## src/rtl/dbg_run_ctrl_pkg.sv

```systemverilog
// Shared encodings for the run/stop controller: system states, stop causes, stop modes, key roles.
// No logic lives here; the controller and its interface both consume these constants.
package dbg_run_pkg;

    typedef enum logic [1:0] {
        S_RST  = 2'b00,
        S_RUN  = 2'b01,
        S_STP  = 2'b10,
        S_STEP = 2'b11
    } state_t;

    localparam logic [2:0] CAUSE_NONE   = 3'd0;
    localparam logic [2:0] CAUSE_MANUAL = 3'd1;
    localparam logic [2:0] CAUSE_STEP   = 3'd2;
    localparam logic [2:0] CAUSE_INTR   = 3'd3;
    localparam logic [2:0] CAUSE_BRK    = 3'd4;
    localparam logic [2:0] CAUSE_HALT   = 3'd5;

    localparam logic [1:0] MODE_FREE = 2'd0;
    localparam logic [1:0] MODE_INTR = 2'd1;
    localparam logic [1:0] MODE_IMM  = 2'd2;
    localparam logic [1:0] MODE_STEP = 2'd3;

    localparam int K_RST = 0;
    localparam int K_RUN = 1;
    localparam int K_CLR = 2;
    localparam int K_INC = 3;

endpackage

```

## src/rtl/dbg_run_ctrl_if.sv

```systemverilog
// CPU-facing signal bundle of the run/stop controller; master = controller, slave = CPU side.
// Purely combinational wiring, no flow control.
interface dbg_run_ctrl_if #(
    parameter int ADDR_W = 12
);
    logic              insn_end;
    logic              intr_detected;
    logic              halted;
    logic [ADDR_W-1:0] pc;
    logic              cpu_reset;
    logic              run_en;
    logic [ADDR_W-1:0] com_addr;

    modport master (
        input  insn_end, intr_detected, halted, pc,
        output cpu_reset, run_en, com_addr
    );

    modport slave (
        output insn_end, intr_detected, halted, pc,
        input  cpu_reset, run_en, com_addr
    );
endinterface

```

## src/rtl/dbg_run_ctrl_key_debounce.sv

```systemverilog
// One push button: 2-flop sync, stability counter, registered press pulse.
// Latency raw edge -> pulse = 2 + DEB_CYCLES + 1 cycles; no backpressure.
module key_debounce #(
    parameter int DEB_CYCLES = 16
) (
    input  logic clk,
    input  logic rst_n,
    input  logic key_raw_n,
    output logic press
);
    localparam int CW = $clog2(DEB_CYCLES + 1);

    logic          sync1;
    logic          sync2;
    logic          deb_lvl;
    logic          prev_lvl;
    logic [CW-1:0] cnt;

    // The counter only runs while the synced level disagrees with the accepted one,
    // so any return to the accepted level restarts the stability window.
    always_ff @(posedge clk or negedge rst_n) begin
        if (!rst_n) begin
            sync1    <= 1'b1;
            sync2    <= 1'b1;
            deb_lvl  <= 1'b1;
            prev_lvl <= 1'b1;
            cnt      <= '0;
            press    <= 1'b0;
        end else begin
            sync1    <= key_raw_n;
            sync2    <= sync1;
            prev_lvl <= deb_lvl;
            press    <= prev_lvl & ~deb_lvl;
            if (sync2 == deb_lvl) begin
                cnt <= '0;
            end else if (cnt == CW'(DEB_CYCLES - 1)) begin
                cnt     <= '0;
                deb_lvl <= sync2;
            end else begin
                cnt <= cnt + 1'b1;
            end
        end
    end
endmodule

```

## src/rtl/dbg_run_ctrl.sv

```systemverilog
// Board run/stop controller: debounced keys drive the RST/RUN/STP/STEP machine, PC breakpoints, browse address.
// Stops take effect the cycle after the condition; no backpressure, CPU is gated through run_en.
module dbg_run_ctrl
    import dbg_run_pkg::*;
#(
    parameter int ADDR_W     = 12,
    parameter int NBRK       = 2,
    parameter int DEB_CYCLES = 16,
    parameter int CNT_W      = 16
) (
    input  logic                   clk,
    input  logic                   rst_n,
    input  logic [3:0]             key_n,
    input  logic [1:0]             stop_mode,
    input  logic [NBRK*ADDR_W-1:0] brk_addr,
    input  logic [NBRK-1:0]        brk_en,
    dbg_run_ctrl_if.master         cpu,
    output logic [1:0]             state,
    output logic [2:0]             stop_cause,
    output logic [NBRK-1:0]        brk_hit,
    output logic [CNT_W-1:0]       insn_cnt,
    output logic [3:0]             key_pulse
);
    state_t            st;
    logic [ADDR_W-1:0] browse_addr;
    logic              skip_brk;
    logic [NBRK-1:0]   brk_match;
    logic [NBRK-1:0]   brk_first;
    logic              brk_stop;
    logic [2:0]        run_cause;

    for (genvar k = 0; k < 4; k++) begin : g_key
        key_debounce #(.DEB_CYCLES(DEB_CYCLES)) u_deb (
            .clk       (clk),
            .rst_n     (rst_n),
            .key_raw_n (key_n[k]),
            .press     (key_pulse[k])
        );
    end

    always_comb begin
        brk_match = '0;
        for (int i = 0; i < NBRK; i++) begin
            brk_match[i] = brk_en[i] && (cpu.pc == brk_addr[i*ADDR_W +: ADDR_W]);
        end
    end

    // Isolate the lowest set bit so a multi-slot match reports one slot.
    assign brk_first = brk_match & (~brk_match + 1'b1);
    assign brk_stop  = cpu.insn_end && !skip_brk && (|brk_match);

    always_comb begin
        run_cause = CAUSE_NONE;
        if (cpu.halted && key_pulse[K_RUN])
            run_cause = CAUSE_HALT;
        else if (stop_mode == MODE_INTR && cpu.insn_end && cpu.intr_detected)
            run_cause = CAUSE_INTR;
        else if (stop_mode == MODE_IMM)
            run_cause = CAUSE_MANUAL;
        else if (stop_mode == MODE_STEP && cpu.insn_end)
            run_cause = CAUSE_STEP;
    end

    always_ff @(posedge clk or negedge rst_n) begin
        if (!rst_n) begin
            st          <= S_RST;
            browse_addr <= '0;
            stop_cause  <= CAUSE_NONE;
            brk_hit     <= '0;
            insn_cnt    <= '0;
            skip_brk    <= 1'b0;
        end else begin
            if (cpu.run_en && cpu.insn_end && insn_cnt != '1)
                insn_cnt <= insn_cnt + 1'b1;
            if (cpu.insn_end)
                skip_brk <= 1'b0;

            if (key_pulse[K_RST] && st != S_RST) begin
                st          <= S_RST;
                insn_cnt    <= '0;
                browse_addr <= '0;
                skip_brk    <= 1'b0;
            end else begin
                case (st)
                    S_RST: begin
                        insn_cnt    <= '0;
                        browse_addr <= '0;
                        skip_brk    <= 1'b0;
                        if (key_pulse[K_RST]) begin
                            st <= S_RUN;
                        end else if (key_pulse[K_RUN]) begin
                            st         <= S_STP;
                            stop_cause <= CAUSE_MANUAL;
                            brk_hit    <= '0;
                        end
                    end
                    S_RUN: begin
                        if (brk_stop) begin
                            st         <= S_STP;
                            stop_cause <= CAUSE_BRK;
                            brk_hit    <= brk_first;
                        end else if (run_cause != CAUSE_NONE) begin
                            st         <= S_STP;
                            stop_cause <= run_cause;
                            brk_hit    <= '0;
                        end
                    end
                    S_STP: begin
                        if (key_pulse[K_RUN]) begin
                            st       <= S_RUN;
                            skip_brk <= 1'b1;
                        end else if (key_pulse[K_CLR] && stop_mode == MODE_STEP) begin
                            st <= S_STEP;
                        end else if (key_pulse[K_CLR]) begin
                            browse_addr <= '0;
                        end else if (key_pulse[K_INC]) begin
                            browse_addr <= browse_addr + 1'b1;
                        end
                    end
                    S_STEP: begin
                        if (cpu.insn_end) begin
                            st         <= S_STP;
                            stop_cause <= CAUSE_STEP;
                            brk_hit    <= '0;
                        end
                    end
                endcase
            end
        end
    end

    assign state         = st;
    assign cpu.cpu_reset = (st == S_RST);
    assign cpu.run_en    = (st == S_RUN) || (st == S_STEP);
    assign cpu.com_addr  = (st == S_STP) ? browse_addr : cpu.pc;
endmodule

```

## src/flat_wrapper.sv

```systemverilog
// flat-port wrapper written by rule: the top's interface ports become plain ports
module dbg_run_ctrl_flat import dbg_run_pkg::*;
#(
    parameter int ADDR_W     = 12,
    parameter int NBRK       = 2,
    parameter int DEB_CYCLES = 16,
    parameter int CNT_W      = 16
)
  (clk, rst_n, key_n, stop_mode, brk_addr, brk_en, state, stop_cause, brk_hit, insn_cnt, key_pulse, cpu_insn_end, cpu_intr_detected, cpu_halted, cpu_pc, cpu_cpu_reset, cpu_run_en, cpu_com_addr);
  dbg_run_ctrl_if #(.ADDR_W(ADDR_W)) cpu_i ();
  input  logic clk;
  input  logic rst_n;
  input  logic [3:0] key_n;
  input  logic [1:0] stop_mode;
  input  logic [NBRK*ADDR_W-1:0] brk_addr;
  input  logic [NBRK-1:0] brk_en;
  output logic [1:0] state;
  output logic [2:0] stop_cause;
  output logic [NBRK-1:0] brk_hit;
  output logic [CNT_W-1:0] insn_cnt;
  output logic [3:0] key_pulse;
  input wire logic [$bits(cpu_i.insn_end)-1:0] cpu_insn_end;
  input wire logic [$bits(cpu_i.intr_detected)-1:0] cpu_intr_detected;
  input wire logic [$bits(cpu_i.halted)-1:0] cpu_halted;
  input wire logic [$bits(cpu_i.pc)-1:0] cpu_pc;
  output wire logic [$bits(cpu_i.cpu_reset)-1:0] cpu_cpu_reset;
  output wire logic [$bits(cpu_i.run_en)-1:0] cpu_run_en;
  output wire logic [$bits(cpu_i.com_addr)-1:0] cpu_com_addr;
  assign cpu_i.insn_end = cpu_insn_end;
  assign cpu_i.intr_detected = cpu_intr_detected;
  assign cpu_i.halted = cpu_halted;
  assign cpu_i.pc = cpu_pc;
  assign cpu_cpu_reset = cpu_i.cpu_reset;
  assign cpu_run_en = cpu_i.run_en;
  assign cpu_com_addr = cpu_i.com_addr;
  dbg_run_ctrl #(.ADDR_W(ADDR_W), .NBRK(NBRK), .DEB_CYCLES(DEB_CYCLES), .CNT_W(CNT_W)) u_core (.clk(clk), .rst_n(rst_n), .key_n(key_n), .stop_mode(stop_mode), .brk_addr(brk_addr), .brk_en(brk_en), .cpu(cpu_i), .state(state), .stop_cause(stop_cause), .brk_hit(brk_hit), .insn_cnt(insn_cnt), .key_pulse(key_pulse));
endmodule
```

## config.mk

```make
export PLATFORM = sky130hd
export DESIGN_NAME = dbg_run_ctrl_flat
export DESIGN_NICKNAME = d
export VERILOG_FILES = /design/src/rtl/dbg_run_ctrl_pkg.sv /design/src/rtl/dbg_run_ctrl_if.sv /design/src/rtl/dbg_run_ctrl_key_debounce.sv /design/src/rtl/dbg_run_ctrl.sv /design/src/flat_wrapper.sv
export SDC_FILE = /design/constraint.sdc
export NUM_CORES = 1
export LEC_CHECK = 0
export ABC_AREA = 1
export CORE_ASPECT_RATIO = 1.2
export CORE_MARGIN = 5
export CORE_UTILIZATION = 52
export CTS_BUF_LIST = sky130_fd_sc_hd__clkbuf_16
export CTS_CLUSTER_SIZE = 8
export DETAILED_ROUTE_END_ITERATION = 10
export GPL_TIMING_DRIVEN = 0
export PLACE_DENSITY = 0.91
export RECOVER_POWER = 25
export SLEW_MARGIN = 20
export SYNTH_ARGS = -nofsm -noshare
export SYNTH_HDL_FRONTEND = slang
export SYNTH_SLANG_ARGS = --single-unit
```

## constraint.sdc

```tcl
create_clock -name clk -period 2.1 [get_ports clk]
set_input_delay 0.42 -clock clk [delete_from_list [all_inputs] [get_ports clk]]
set_output_delay 0.42 -clock clk [all_outputs]
set_load 0.005 [all_outputs]
```

== Word-level counts from Yosys, hierarchy flattened ==
Index checks and enable logic that the tools add are counted.
Operators by class
  add/sub/neg operators: 7
  multiply operators: 0
  div/mod/pow operators: 0
  order comparisons: 0
  eq/ne operators: 28
  shift-type cells: 0
  mux-type cells: 47
  bitwise logic cells: 15
  reductions and logical operators: 28
Operator list (count)
  two-way mux 12 bit: 6
  two-way mux 16 bit: 3
  two-way mux 5 bit: 8
  two-way mux 2 bit: 14
  equality test 12 bit: 2
  two-way mux 3 bit: 8
  case mux 12 bit (2 select lines): 1
  adder 5 x 1 -> 5 bit, second input constant: 4
  equality test 5 x 4 -> 1 bit, second input constant: 4
  adder 16 x 1 -> 16 bit, second input constant: 1
  inequality test 16 bit, second input constant: 1
  adder 12 x 1 -> 12 bit, second input constant: 1
  logical AND 1 bit: 12
  nonzero test 3 bit: 4
  inequality test 3 x 2 -> 1 bit, second input constant: 3
  inverter 1 bit: 9
  case mux 3 bit (3 select lines): 1
  equality test 2 bit, second input constant: 4
  inequality test 4 x 1 -> 1 bit, second input constant: 2
  case mux 2 bit (4 select lines): 1
  AND reduction 2 bit: 4
  AND reduction 4 bit: 2
  case mux 2 bit (3 select lines): 1
  AND reduction 6 bit: 1
  18 further kinds: 28
Storage, ports and cells
  register bits after elaboration: 76
  latch bits: 0
  RAM bits: 0
  ROM bits: 0
  input port bits: 49
  output and inout bits: 41
  logic and storage cells: 155
  memories kept: 0

== Depth between registers and ports, before layout ==
  word-level depth: 11
  depth in mapped cells: 14
  gate-level depth less buffers: 14

== Modules after synthesis ==
From an unflattened synthesis, not the netlist that was laid out.
Unflattened totals
  cells, all modules: 578
  area total of the unflattened synthesis: 4234.1 sq um
Modules (own cells, without submodules)
  dbg_run_ctrl: instances 1, cells an instance 422, area an instance 2682.6 sq um, sequential area each 900.9 sq um
  key_debounce: instances 4, cells an instance 39, area an instance 387.9 sq um, sequential area each 255.2 sq um

== Worst setup path after synthesis ==
Ideal clock, no wire load.
  path kind: register to register
  from: register u_core.insn_cnt[0]
  to: register u_core.insn_cnt[6]
  library setup time: 126 ps
  arrival time: 1522 ps
  required time: 1974 ps
  path slack: 452 ps
  stages on the path, launching flop included: 12
  path buffers: 1
  clock period less this slack: 1648 ps
  cells stage by stage: dfrtp_1 ha_1 nand2_1 nor2_2 nand3_2 nor2_2 nand3_2 nand3_4 nand2_4 buf_6 a21oi_1 nor2_1
Between the ends
  word-level cells in the longest chain between the ends: 4
  elaborated cells on any way between the ends: 7
  classes of those cells: 1 x add/sub; 1 x eq/ne; 3 x mux; 2 x reduce/logical
RTL lines
  start: declaration: RTL line dbg_run_ctrl.sv:21  | output logic [CNT_W-1:0] insn_cnt,
  start signal: assignment: RTL line dbg_run_ctrl.sv:74  | insn_cnt <= insn_cnt + 1'b1;
  adder 16 x 1 -> 16 bit: RTL line dbg_run_ctrl.sv:74
  two-way mux 16 bit: RTL line dbg_run_ctrl.sv:73  | if (cpu.run_en && cpu.insn_end && insn_cnt != '1)
  two-way mux 16 bit: RTL line dbg_run_ctrl.sv:84  | case (st)
  two-way mux 16 bit: RTL line dbg_run_ctrl.sv:78  | if (key_pulse[K_RST] && st != S_RST) begin
Parallel ways exist; a longest one is shown, timed or not. The select of a mux whose other input is x is not followed.
A chain may end at the register's enable or synchronous reset.

== Worst setup path in the final report ==
  from: register u_core.st[0], in the netlist u_core.state[0]
  to: output port cpu_com_addr[2]
Between the ends
  word-level cells in the longest chain between the ends: 2
RTL lines
  start: declaration: RTL line dbg_run_ctrl.sv:24  | state_t st;
  start signal: assignment: RTL line dbg_run_ctrl.sv:66  | st <= S_RST;
  start signal: assignment: RTL line dbg_run_ctrl.sv:79  | st <= S_RST;
  start signal: assignment: RTL line dbg_run_ctrl.sv:90  | st <= S_RUN;
  equality test 2 bit: RTL line dbg_run_ctrl.sv:135  | assign cpu.com_addr = (st == S_STP) ? browse_addr : cpu.pc;
  two-way mux 12 bit: RTL line dbg_run_ctrl.sv:135
  end: declaration: RTL line flat_wrapper.sv:28  | output wire logic [$bits(cpu_i.com_addr)-1:0] cpu_com_addr;
Every way passes these cells.

==> parameters.txt <==
Parameter                              Value

Setup path
  Kind of start point of the critical path ... flop
  Critical Path Start ... u_core.state[0]
  Crit-path max FO ... 10
  Worst setup EP type ... primary output
  Origin of the critical flop-to-flop path ... u_core.insn_cnt[0]
  Data arrival at the endpoint of the critical path ... ~1700 ps
  Data required time at the worst endpoint ... ~1700 ps
  Type of the worst setup path ... flop to primary output

Final layout
  Ratio of cells with drive above 1 in the final layout ... about a tenth
  Sequential standard cell area ... slightly below 2000 sq um
  Final net count ... approximately 720
  Finished Cell Area ... approximately 5600 sq um
  Antenna Diode Count ... 0
  Number of filler cells placed in the layout ... 624
  Area growth, synth to finish ... 30.97%
  Combined area of the multi-input logic cells ... 1966 sq um
  Post-route insts no fill ... 767

Placement
  HPWL Detailed ... approximately 8400 microns
  Pre-CTS worst setup slack ... -204.9 ps
  Number of I/O port buffers ... between 80 and 90
  Total cell area at the placement stage ... roughly 5300 sq um
  GPL Wtd Cong ... roughly 0.93
  Cell count after placement ... around 750

Timing
  Ratio of final minimum period to clock period ... between 90% and 100%
  Min cycle time layout ... between 2000 and 2500 ps
  Worst slew slack as a fraction of its limit ... between 30% and 40%
  Final hold violation count ... 0
  F_max ... ~480 MHz
  Worst Hold Margin ... between 300 and 400 ps
  Setup violations, final ... 0
  Clock skew ... around 6.9 ps
  Slew Limit Fails ... 0
  Crit path setup slack, layout ... around 12 ps
  Slew at the pin closest to its max-slew limit ... ~970 ps
  Setup repair after global routing missed its margin ... true
  Setup TNS after final layout ... 0 ps

Synthesis
  Nets in the synthesized netlist ... 617
  Number of different library cells in the post-synthesis netlist ... 39
  Yosys warning count ... 0
  Number of synthesized flops with an enable pin ... 0
  Sequential fraction of the synthesis area ... 45.08%
  Share of synthesized registers carrying an async set or reset ... 100.0%
  Number of storage elements in the synthesis netlist ... 76
  Mean post-synth cell area ... 7.585 sq um
  Prevailing post-synth register cell ... sky130_fd_sc_hd__dfrtp_1
  Area of the mapped netlist ... approximately 4300 sq um
  Number of cells produced by synthesis ... around 560

Global route
  Total global routing track utilization ... 23.19%
  Total congestion overflow ... 0
  Via count of the first global-routing pass ... around 4,200
  Antenna violations before repair ... 0
  Pin count of the biggest net entering global routing ... 60
  First-pass GRT wire length ... around 19,000 microns

Floorplan
  Starting Density ... between 50% and 60%
  Vert. Die Dim ... roughly 110 microns
  DIE AREA ... approximately 10,000 sq um
  Width of the die ... ~90 microns
  Area of the core region ... a little over 8000 sq um
  Boundary pin count ... 90
  Cell Rows ... 36

Power
  Cell internal power dissipation ... 3.131 mW
  Combinational cell fraction of total power ... 34.1%
  Power density over cell area ... ~840 nW/um^2
  Fraction of power spent switching nets ... 33.28%
  Portion of total power attributed to sequential cells ... between 30% and 40%
  Clock network fraction of total power ... between 30% and 40%
  Worst-case vdd ir drop ... roughly 860 uV
  Leakage power figure ... 2.713 nW
  Switching pwr ... around 1.6 mW

Clocking
  CTS sink cnt ... 76
  Count of H-tree levels built during CTS ... 3
  Max Root-Sink Buffers ... 2
  Clock buffer count from CTS ... 9
  Clock root buffer ... sky130_fd_sc_hd__clkbuf_16
  CTS tree ... built
  Clock-pin transition on the worst setup and hold timing paths ... 60 ps
  Clock latency reported for the late side of the worst-skew pair ... 330 ps

Worst hold path
  Class of the worst hold path ... flop to flop
  Hold path start ... u_core.g_key[1].u_deb.sync1

Route
  Per-cell via count in the routed design ... around 5.4
  Total wirelength of the detailed-routed design ... between 10,000 and 15,000 microns
  Post-route antenna net violation count ... 0
  Drt initial violations ... 365
  Routed wire length per instance ... ~15 microns
  DR vias ... between 4,000 and 5,000
  Length of the first detailed-routing pass in iterations ... 6
  Post-route DRC violation count ... 0

Flow run
  Number of maximum-capacitance violations ... 0

Outcome
  Status ... finished, final reports clean
==> per-stage QoR <==
stage,power [mW],utilization [%]
3_3_place_gp,3.164,65.39
5_1_grt,4.959,69.24
3_5_place_dp,3.223,65.70
4_1_cts,4.715,69.55
6_report,4.693,69.24
2_1_floorplan,2.537,-
==> layout by cell type (no fill, tap or decap), drive strengths merged, types with 2 or more instances in the layout <==
cell,n
dlygate4sd3,5
inv,81
nand4,9
nor3,17
xor2,8
clkinv,4
nand2,166
clkdlybuf4s15,2
dlygate4sd2,8
nor2,62
dfrtp,60
nand3,32
mux2,4
ha,6
nor3b,5
clkdlybuf4s50,71
clkbuf,14
dfstp,16
o21ai,35
a21oi,28
xnor2,8
nor4,3
buf,14
and3,5
==> layout make-up <==
class                      instances  area share, %
clock inverter                     7          1.053
buffer                            11          1.614
sequential                        76          34.45
multi-input combinational        395          35.21
tap                               95          2.129
inverter                          80          5.379
clock buffer                       9          4.034
timing repair buffer              94          16.14
==> per-layer routing <==
layer	up-vias	GRT usage [%]	part of all wire [%]
met2	195	40.23	49
met5	-	0	0
met4	0	10.99	2.6
met3	21	4.762	8.8
li1	1994	-	-
met1	1925	27.61	40
==> registers in the layout (all words and copies together) (netlist names), 4 cells and up <==
signal,cells
u_core.g_key.u_deb.cnt,20
u_core.g_key.u_deb.deb_lvl,4
u_core.g_key.u_deb.prev_lvl,4
u_core.browse_addr,12
u_core.g_key.u_deb.press,4
u_core.g_key.u_deb.sync1,4
u_core.insn_cnt,16
u_core.g_key.u_deb.sync2,4
==> critical path, stage by stage (launching register included) <==
cell                            delay [ps]
sky130_fd_sc_hd__dfrtp_1               390
sky130_fd_sc_hd__buf_6                 160
sky130_fd_sc_hd__nor2_4                180
sky130_fd_sc_hd__buf_4                 190
sky130_fd_sc_hd__o21ai_0               110
sky130_fd_sc_hd__dlygate4sd2_1         300
==> worst paths after layout <==
path / endpoint / slack (ps) / cells past startpoint
worst min-delay path: u_core.g_key[1].u_deb.sync2 / 360 / 0
worst max register to register: u_core.insn_cnt[2] / 140 / 11
worst max-delay path: cpu_com_addr[2] / 10 / 5
min in group asynchronous: u_core.g_key[1].u_deb.cnt[4] / 770 / 2
worst min register to register: u_core.g_key[1].u_deb.sync2 / 360 / 0
max in group asynchronous: u_core.state[1] / 290 / 3
==> Yosys cell counts (2+ instances only) <==
master                     count  share of area (%)
sky130_fd_sc_hd__nand2_1     161                 14
sky130_fd_sc_hd__and3_1        5               0.73
sky130_fd_sc_hd__nor3b_1       4               0.70
sky130_fd_sc_hd__o21ai_1       6               0.70
sky130_fd_sc_hd__mux2_2        4                1.1
sky130_fd_sc_hd__nand3_1      29                3.4
sky130_fd_sc_hd__nand4_1       9                1.3
sky130_fd_sc_hd__ha_1          6                1.8
sky130_fd_sc_hd__nor3_1       16                1.9
sky130_fd_sc_hd__dfrtp_1      60                 35
sky130_fd_sc_hd__o21ai_0      29                3.4
sky130_fd_sc_hd__buf_4         5               0.88
sky130_fd_sc_hd__clkbuf_1      3               0.26
sky130_fd_sc_hd__nor2_2        2               0.29
sky130_fd_sc_hd__inv_1        77                6.8
sky130_fd_sc_hd__nand3_2       2               0.47
sky130_fd_sc_hd__inv_2         3               0.26
sky130_fd_sc_hd__nor2_4        2               0.53
sky130_fd_sc_hd__xor2_1        8                1.6
sky130_fd_sc_hd__buf_6         2               0.53
sky130_fd_sc_hd__nand2_2       3               0.44
sky130_fd_sc_hd__a21oi_1      28                3.3
sky130_fd_sc_hd__nand2_4       2               0.53
sky130_fd_sc_hd__nor4_1        3               0.44
sky130_fd_sc_hd__nor2_1       57                5.0
sky130_fd_sc_hd__dfstp_2      16                9.9
sky130_fd_sc_hd__xnor2_1       8                1.6
==> logic make-up (layout without fill, tap and decap cells) <==
| logic type | Yosys count | in the layout | share of synthesized area (%) |
|---|---|---|---|
| mux | 4 | 4 | 1.057 |
| flops | 76 | 76 | 45.08 |
| simple gates | 301 | 301 | 31.67 |
| compound gates | 68 | 68 | 8.336 |
| buf+inv | 91 | 201 | 8.805 |
| fa+ha+maj | 6 | 6 | 1.761 |
| xor+xnor | 16 | 16 | 3.287 |
==> what timing repair did <==
action / 4_1_cts / 5_1_grt
buffers inserted: 2 / 0
cloned: 0 / 1
hold endpoints to repair: 15 / 0
gates resized for setup: 22 / 10
setup endpoints to repair: 13 / 6
pin swaps: 1 / 1
hold buffers: 1 / 0
==> power groups by stage <==
stage | Sequential [mW] | Combinational [mW] | Clock (mW)
2_1_floorplan | 1.65 | 0.888 | 0
3_3_place_gp | 1.65 | 1.51 | 0
3_5_place_dp | 1.66 | 1.56 | 0
4_1_cts | 1.64 | 1.58 | 1.49
5_1_grt | 1.65 | 1.75 | 1.55
6_report | 1.64 | 1.60 | 1.45
No activity file was read; power rests on OpenSTA's default activity.
